### config.mk
export PLATFORM = sky130hd
export DESIGN_NAME = ap_ctrl_sequencer
export DESIGN_NICKNAME = d
export VERILOG_FILES = /design/src/rtl/ap_ctrl_sequencer.sv
export SDC_FILE = /design/constraint.sdc
export NUM_CORES = 1
export LEC_CHECK = 0
export CAP_MARGIN = 5
export CELL_PAD_IN_SITES_DETAIL_PLACEMENT = 0
export CELL_PAD_IN_SITES_GLOBAL_PLACEMENT = 1
export CORE_MARGIN = 4
export CORE_UTILIZATION = 50
export CTS_CLUSTER_DIAMETER = 200
export DETAILED_ROUTE_END_ITERATION = 7
export GPL_ROUTABILITY_DRIVEN = 0
export GPL_TIMING_DRIVEN = 0
export PLACE_DENSITY_LB_ADDON = 0.1
export SLEW_MARGIN = 25
export SYNTH_ARGS = -nofsm -noshare
export SYNTH_HDL_FRONTEND = slang
export SYNTH_SLANG_ARGS = --single-unit
### constraint.sdc
create_clock -name ap_clk -period 5 [get_ports ap_clk]
set_input_delay 1 -clock ap_clk [delete_from_list [all_inputs] [get_ports ap_clk]]
set_output_delay 1 -clock ap_clk [all_outputs]
set_load 0.02 [all_outputs]
### src/rtl/ap_ctrl_sequencer.sv
// ============================================================================
// Module      : ap_ctrl_sequencer
// Description : Batch sequencer for an ap_ctrl_hs kernel. It measures the
//               latency of each invocation and buffers the samples in a FWFT
//               FIFO. Optional watchdog: define AP_SEQ_TIMEOUT_EN.
// Revision    : 1.0 - initial release
// ============================================================================
`timescale 1ns/1ps
`default_nettype none

module ap_ctrl_sequencer #(
    parameter int CNT_W      = 16,
    parameter int LAT_W      = 32,
    parameter int FIFO_DEPTH = 8,
    parameter int TIMEOUT    = 65535
) (
    input  logic             ap_clk,
    input  logic             ap_rst_n,
    input  logic             run,
    input  logic [CNT_W-1:0] num_txn,
    output logic             ap_start,
    input  logic             ap_ready,
    input  logic             ap_done,
    output logic             busy,
    output logic             batch_done,
    output logic [CNT_W-1:0] txn_cnt,
    input  logic             lat_rd,
    output logic [LAT_W-1:0] lat_dout,
    output logic             lat_empty,
    output logic             lat_full,
    output logic             lat_ovf,
    output logic             timeout
);

    localparam int AW = (FIFO_DEPTH > 1) ? $clog2(FIFO_DEPTH) : 1;

    if ((FIFO_DEPTH < 2) || ((FIFO_DEPTH & (FIFO_DEPTH - 1)) != 0) || (TIMEOUT < 1)) begin : g_param_check
        $error("ap_ctrl_sequencer: FIFO_DEPTH must be a power of two >= 2 and TIMEOUT >= 1");
    end

    typedef enum logic [1:0] {
        S_IDLE      = 2'd0,
        S_START     = 2'd1,
        S_WAIT_DONE = 2'd2,
        S_FINISH    = 2'd3
    } state_t;

    state_t           state_q, state_d;
    logic             ap_start_q, ap_start_d;
    logic             busy_q, busy_d;
    logic             batch_done_q, batch_done_d;
    logic [CNT_W-1:0] txn_cnt_q, txn_cnt_d;
    logic [CNT_W-1:0] num_q, num_d;
    logic [LAT_W-1:0] lat_cnt_q, lat_cnt_d;
    logic             ovf_q, ovf_d;
    logic [AW:0]      rd_ptr_q, rd_ptr_d;
    logic [AW:0]      wr_ptr_q, wr_ptr_d;
    logic [LAT_W-1:0] mem_q [FIFO_DEPTH];

    logic             w_push;
    logic             w_pop;
    logic             w_wr;
    logic             w_launch;
    logic             w_accept;
    logic             w_wd_expire;
    logic [CNT_W-1:0] w_txn_inc;

    assign w_txn_inc = txn_cnt_q + CNT_W'(1);

    always_comb begin
        state_d      = state_q;
        ap_start_d   = ap_start_q;
        busy_d       = busy_q;
        batch_done_d = 1'b0;
        txn_cnt_d    = txn_cnt_q;
        num_d        = num_q;
        lat_cnt_d    = (lat_cnt_q == '1) ? lat_cnt_q : lat_cnt_q + LAT_W'(1);
        w_push       = 1'b0;
        w_launch     = 1'b0;
        w_accept     = 1'b0;

        case (state_q)
            S_IDLE: begin
                if (run) begin
                    w_accept  = 1'b1;
                    txn_cnt_d = '0;
                    num_d     = num_txn;
                    busy_d    = 1'b1;
                    if (num_txn != '0) begin
                        state_d    = S_START;
                        ap_start_d = 1'b1;
                        w_launch   = 1'b1;
                    end else begin
                        state_d      = S_FINISH;
                        batch_done_d = 1'b1;
                    end
                end
            end
            S_START, S_WAIT_DONE: begin
                // A done in the handshake cycle completes the invocation at once
                if (ap_done && (state_q == S_WAIT_DONE || ap_ready)) begin
                    w_push    = 1'b1;
                    txn_cnt_d = w_txn_inc;
                    if (w_txn_inc == num_q) begin
                        state_d      = S_FINISH;
                        ap_start_d   = 1'b0;
                        batch_done_d = 1'b1;
                    end else begin
                        state_d    = S_START;
                        ap_start_d = 1'b1;
                        w_launch   = 1'b1;
                    end
                end else if (state_q == S_START && ap_ready) begin
                    state_d    = S_WAIT_DONE;
                    ap_start_d = 1'b0;
                end else if (w_wd_expire) begin
                    state_d      = S_FINISH;
                    ap_start_d   = 1'b0;
                    batch_done_d = 1'b1;
                end
            end
            S_FINISH: begin
                state_d = S_IDLE;
                busy_d  = 1'b0;
            end
            default: begin
                state_d    = S_IDLE;
                ap_start_d = 1'b0;
                busy_d     = 1'b0;
            end
        endcase

        if (w_launch) begin
            lat_cnt_d = LAT_W'(1);
        end
    end

    // Sample FIFO: a pop frees the slot, so push and pop together on full both succeed
    assign lat_empty = (rd_ptr_q == wr_ptr_q);
    assign lat_full  = (rd_ptr_q[AW] != wr_ptr_q[AW]) && (rd_ptr_q[AW-1:0] == wr_ptr_q[AW-1:0]);
    assign w_pop     = lat_rd && !lat_empty;
    assign w_wr      = w_push && (!lat_full || w_pop);

    always_comb begin
        rd_ptr_d = rd_ptr_q + {{AW{1'b0}}, w_pop};
        wr_ptr_d = wr_ptr_q + {{AW{1'b0}}, w_wr};
        ovf_d    = ovf_q;
        if (w_accept) begin
            ovf_d = 1'b0;
        end else if (w_push && !w_wr) begin
            ovf_d = 1'b1;
        end
    end

    always_ff @(posedge ap_clk or negedge ap_rst_n) begin
        if (!ap_rst_n) begin
            state_q      <= S_IDLE;
            ap_start_q   <= 1'b0;
            busy_q       <= 1'b0;
            batch_done_q <= 1'b0;
            txn_cnt_q    <= '0;
            num_q        <= '0;
            lat_cnt_q    <= '0;
            ovf_q        <= 1'b0;
            rd_ptr_q     <= '0;
            wr_ptr_q     <= '0;
        end else begin
            state_q      <= state_d;
            ap_start_q   <= ap_start_d;
            busy_q       <= busy_d;
            batch_done_q <= batch_done_d;
            txn_cnt_q    <= txn_cnt_d;
            num_q        <= num_d;
            lat_cnt_q    <= lat_cnt_d;
            ovf_q        <= ovf_d;
            rd_ptr_q     <= rd_ptr_d;
            wr_ptr_q     <= wr_ptr_d;
        end
    end

    always_ff @(posedge ap_clk) begin
        if (w_wr) begin
            mem_q[wr_ptr_q[AW-1:0]] <= lat_cnt_q;
        end
    end

`ifdef AP_SEQ_TIMEOUT_EN
    localparam int WD_W = $clog2(TIMEOUT + 1);

    logic [WD_W-1:0] wd_q, wd_d;
    logic            timeout_q, timeout_d;
    logic            w_wd_active;

    // The watchdog restarts with every invocation
    assign w_wd_active = (state_q == S_START) || (state_q == S_WAIT_DONE);
    assign w_wd_expire = w_wd_active && (wd_q == WD_W'(TIMEOUT - 1));

    always_comb begin
        wd_d      = wd_q;
        timeout_d = timeout_q;
        if (w_launch) begin
            wd_d = '0;
        end else if (w_wd_active && !w_wd_expire) begin
            wd_d = wd_q + WD_W'(1);
        end
        if (w_accept) begin
            timeout_d = 1'b0;
        end else if (w_wd_expire && (state_d == S_FINISH) && !w_push) begin
            timeout_d = 1'b1;
        end
    end

    always_ff @(posedge ap_clk or negedge ap_rst_n) begin
        if (!ap_rst_n) begin
            wd_q      <= '0;
            timeout_q <= 1'b0;
        end else begin
            wd_q      <= wd_d;
            timeout_q <= timeout_d;
        end
    end

    assign timeout = timeout_q;
`else
    assign w_wd_expire = 1'b0;
    assign timeout     = 1'b0;
`endif

    assign ap_start   = ap_start_q;
    assign busy       = busy_q;
    assign batch_done = batch_done_q;
    assign txn_cnt    = txn_cnt_q;
    assign lat_ovf    = ovf_q;
    assign lat_dout   = mem_q[rd_ptr_q[AW-1:0]];

endmodule

`default_nettype wire

==> impl_summary.log <==
INFO  metric setup_violations = 0
INFO  metric final-hold-violation-count = 0
INFO  metric dr_total_vias = slightly below 8000
INFO  metric timing.max_cap.violations = 0
INFO  metric numClockSinks = about 330
INFO  metric synth_fp_nets = around 850
INFO  metric holdCritPathClass = in -> async
INFO  metric synthFlopType = edfxtp_1
INFO  metric worst_setup_path_start_kind = flop
INFO  metric grt_pass1_wl = ~47000 µm
INFO  metric edff_count_synth = 256
INFO  metric rr_worst_depth = 10
INFO  metric worst_setup_path_end_kind = output pin
INFO  metric ctsRootBufferMaster = clkbuf_16
INFO  metric layout.area.seq = just under 10000 µm²
INFO  metric path_max_fanout = 10
INFO  metric period_minus_slack = between 4000 and 5000 ps
INFO  metric wl_per_cell = approximately 22 µm
INFO  metric cellPowerDensity = around 550 nW/µm²
INFO  metric r2r-start = txn_cnt[2]
INFO  metric cp_data_required_time = 4000 ps
INFO  metric cellLeakagePower = between 5 and 6 nW
INFO  metric final_layout_size_suffix_gt1_frac = 0.221
INFO  metric slew_violations = 0
INFO  metric antenna_found_initial = 0
INFO  metric clkLatencyLatePin = between 500 and 600 ps
INFO  metric final.period_utilization = 0.935
INFO  metric vias_per_cell = 5.73
INFO  metric clkSlewWorstSetupHoldPaths = ~60 ps
INFO  metric fin_cells = approximately 1300
INFO  metric cts-buffers-inserted = 35
INFO  metric peakVddDrop = approximately 0.0003 V
INFO  metric place.detailed.hpwl = about 20000 µm
INFO  metric drt_pass1_iterations = 6
INFO  metric design.die.area = around 30000 µm²
INFO  metric post_synthesis_area_per_instance = about 17 µm²
INFO  metric mapped_cell_area = between 10000 and 15000 µm²
INFO  metric async_reset_ff_frac = 0.234
INFO  metric die_y = about 170 µm
INFO  metric rsz0062_at_grt = no
INFO  metric io_pins = 77
INFO  metric tritoncts = yes
INFO  metric antennaDiodeCount = 0
INFO  metric timing_worst_slew_pin_value = 891 ps
INFO  metric finClkSkew = around 22 ps
INFO  metric fillCellCount = between 2000 and 2500
INFO  metric htree_num_levels = 2
INFO  metric ys_seq_elements = approximately 330
INFO  metric globalRouteOverflowTotal = 0
INFO  metric route.final.wire_length = roughly 30000 µm
INFO  metric grt_max_degree = 42
INFO  metric core_region_area = 27100 µm²
INFO  metric number_of_hold_repair_buffers_added_at_the_cts_stage = 0
INFO  metric ff2ff_setup_slack = roughly 1500 ps
INFO  metric grt_pass1_vias = roughly 8000
INFO  metric synthesis.yosys.warnings = 0
INFO  metric buffer_count_from_post_cts_setup_fixing = 0
INFO  metric crit_type = reg -> out
INFO  metric postSynthCellCount = a little over 800
INFO  metric timing.fmax = 214 MHz
INFO  metric timing.rr.end = lat_cnt_q[16]
INFO  metric drt_iter0_markers = 629
INFO  metric finalHoldWorstSlack = 464 ps
INFO  metric die_width = 174 µm
INFO  metric final_core_utilization = 0.611
INFO  metric area_growth_syn_to_layout = 19.5%
INFO  metric gr-usage-all-layers = 0.202
INFO  metric post_cts.resized_instances = 0
INFO  metric fp-row-count = 60
INFO  metric cts_max_path_buffers = 3
INFO  metric synth.yosys.seq_area_share = 0.696
INFO  metric total_area_of_multi_input_combinational_cells = approximately 4100 µm²
INFO  metric floorplan.initialDensity = 0.511
INFO  metric place_inst = between 1000 and 1500
INFO  metric placement.io_buffers = 75
INFO  metric drtAntennaViolNets = 0
INFO  metric arrival = 3680 ps
INFO  metric status = finished, final reports clean
INFO  metric timing.slew.headroom = 0.406
INFO  metric yosysUniqueCellTypes = 52
INFO  metric detail_route.drc_violations = 0
INFO  metric nets = 983
registers in the layout, summed over array words and instances, names as in the netlist:
signal	flops
num_q	16
rd_ptr_q	4
state_q	2
batch_done	1
wr_ptr_q	4
ap_start	1
txn_cnt	16
busy	1
mem_q	256
lat_cnt_q	32
lat_ovf	1
cell usage after synthesis (all sizes together) (5+ instances only):
cell,n,area [µm²]
edfxtp,256,7690
mux4,64,1440
nor2,58,218
nor4,13,96.3
dfrtp,78,1950
nor3,15,75.1
or4,5,41.3
nand2b,7,43.8
xnor2,34,298
inv,11,41.3
and3,6,37.5
a21oi,10,50.1
nand4,16,121
o21ai,25,125
buf,15,65.1
clkbuf,18,67.6
ha,10,125
mux2,48,541
nand2,33,124
xor2,25,219
o21a,5,37.5
nand3,16,80.1
worst max path at each step:
stage	cells past startpoint	slack (ps)	startpoint	endpoint
after floorplan	5	770	ap_done	mem_q[0][0]
after global placement	6	-2430	ap_ready	mem_q[0][12]
after detailed placement	5	630	rd_ptr_q[0]	lat_dout[1]
after CTS	5	90	rd_ptr_q[0]	lat_dout[1]
after global routing	5	40	rd_ptr_q[0]	lat_dout[28]
final	5	320	rd_ptr_q[0]	lat_dout[31]
critical path, cell delays in order (launching register included):
cell and delay [ps]:
dfrtp_1 400, clkbuf_1 590, buf_1 740, mux4_2 590, mux2_2 310, clkdlybuf4s50_1 550
cell families (layout without fill, tap and decap cells):
group	Yosys count	count (layout)	share of synthesized area
AOI/OAI and AO/OA	59	59	0.0261
xor gates and xnor gates	59	59	0.0373
adders and majority gates	10	10	0.00903
buffers and inverters	44	204	0.0126
DFF	334	334	0.696
muxes	115	115	0.145
other	1	1	0.000271
and+or+nand+nor	194	194	0.0740
cells in the final DEF, fill, tap and decap left out, drive strengths merged, types with 10 or more instances in the layout:
master / instances
mux4: 64
o21ai: 25
clkinv: 15
clkdlybuf4s50: 74
nand3: 16
nor3: 15
edfxtp: 256
xnor2: 34
nor2: 58
xor2: 25
nand2: 33
a21oi: 10
mux2: 48
buf: 34
inv: 13
ha: 10
clkbuf: 65
nand4: 16
dfrtp: 78
nor4: 13
power breakdown:
part	leakage, nW	total [mW]	internal [mW]	switching, mW
clock network	0.540	2.44	1.44	1.01
logic	1.84	3.17	1.51	1.66
registers	3.39	3.55	3.33	0.217
metrics by stage:
step | power, mW | instance area, µm² | TNS [ps] | setup slack (ps)
2_1_floorplan | 5.57 | 13900 | 0 | 765
3_3_place_gp | 6.65 | 15100 | -275680 | -2430
3_5_place_dp | 6.79 | 15500 | 0 | 633
4_1_cts | 9.26 | 16500 | 0 | 94.9
5_1_grt | 9.61 | 16600 | 0 | 44.1
6_report | 9.16 | 16600 | 0 | 324
area by class of cell:
| type | count | area share |
|---|---|---|
| buffer | 33 | 0.00839 |
| multi-input combinational | 438 | 0.248 |
| inverter | 11 | 0.00249 |
| sequential | 334 | 0.582 |
| tap | 372 | 0.0281 |
| clock inverter | 20 | 0.00944 |
| clock buffer | 42 | 0.0563 |
| timing repair buffer | 98 | 0.0649 |
layer usage:
layer / share of wire / up-vias / track usage
met5: 0 / - / 0
met3: 0.048 / 52 / 0.0328
li1: - / 3465 / -
met1: 0.45 / 4001 / 0.290
met2: 0.49 / 206 / 0.325
met4: 0.018 / 0 / 0.0531
Power figures use the tool's default switching activity.
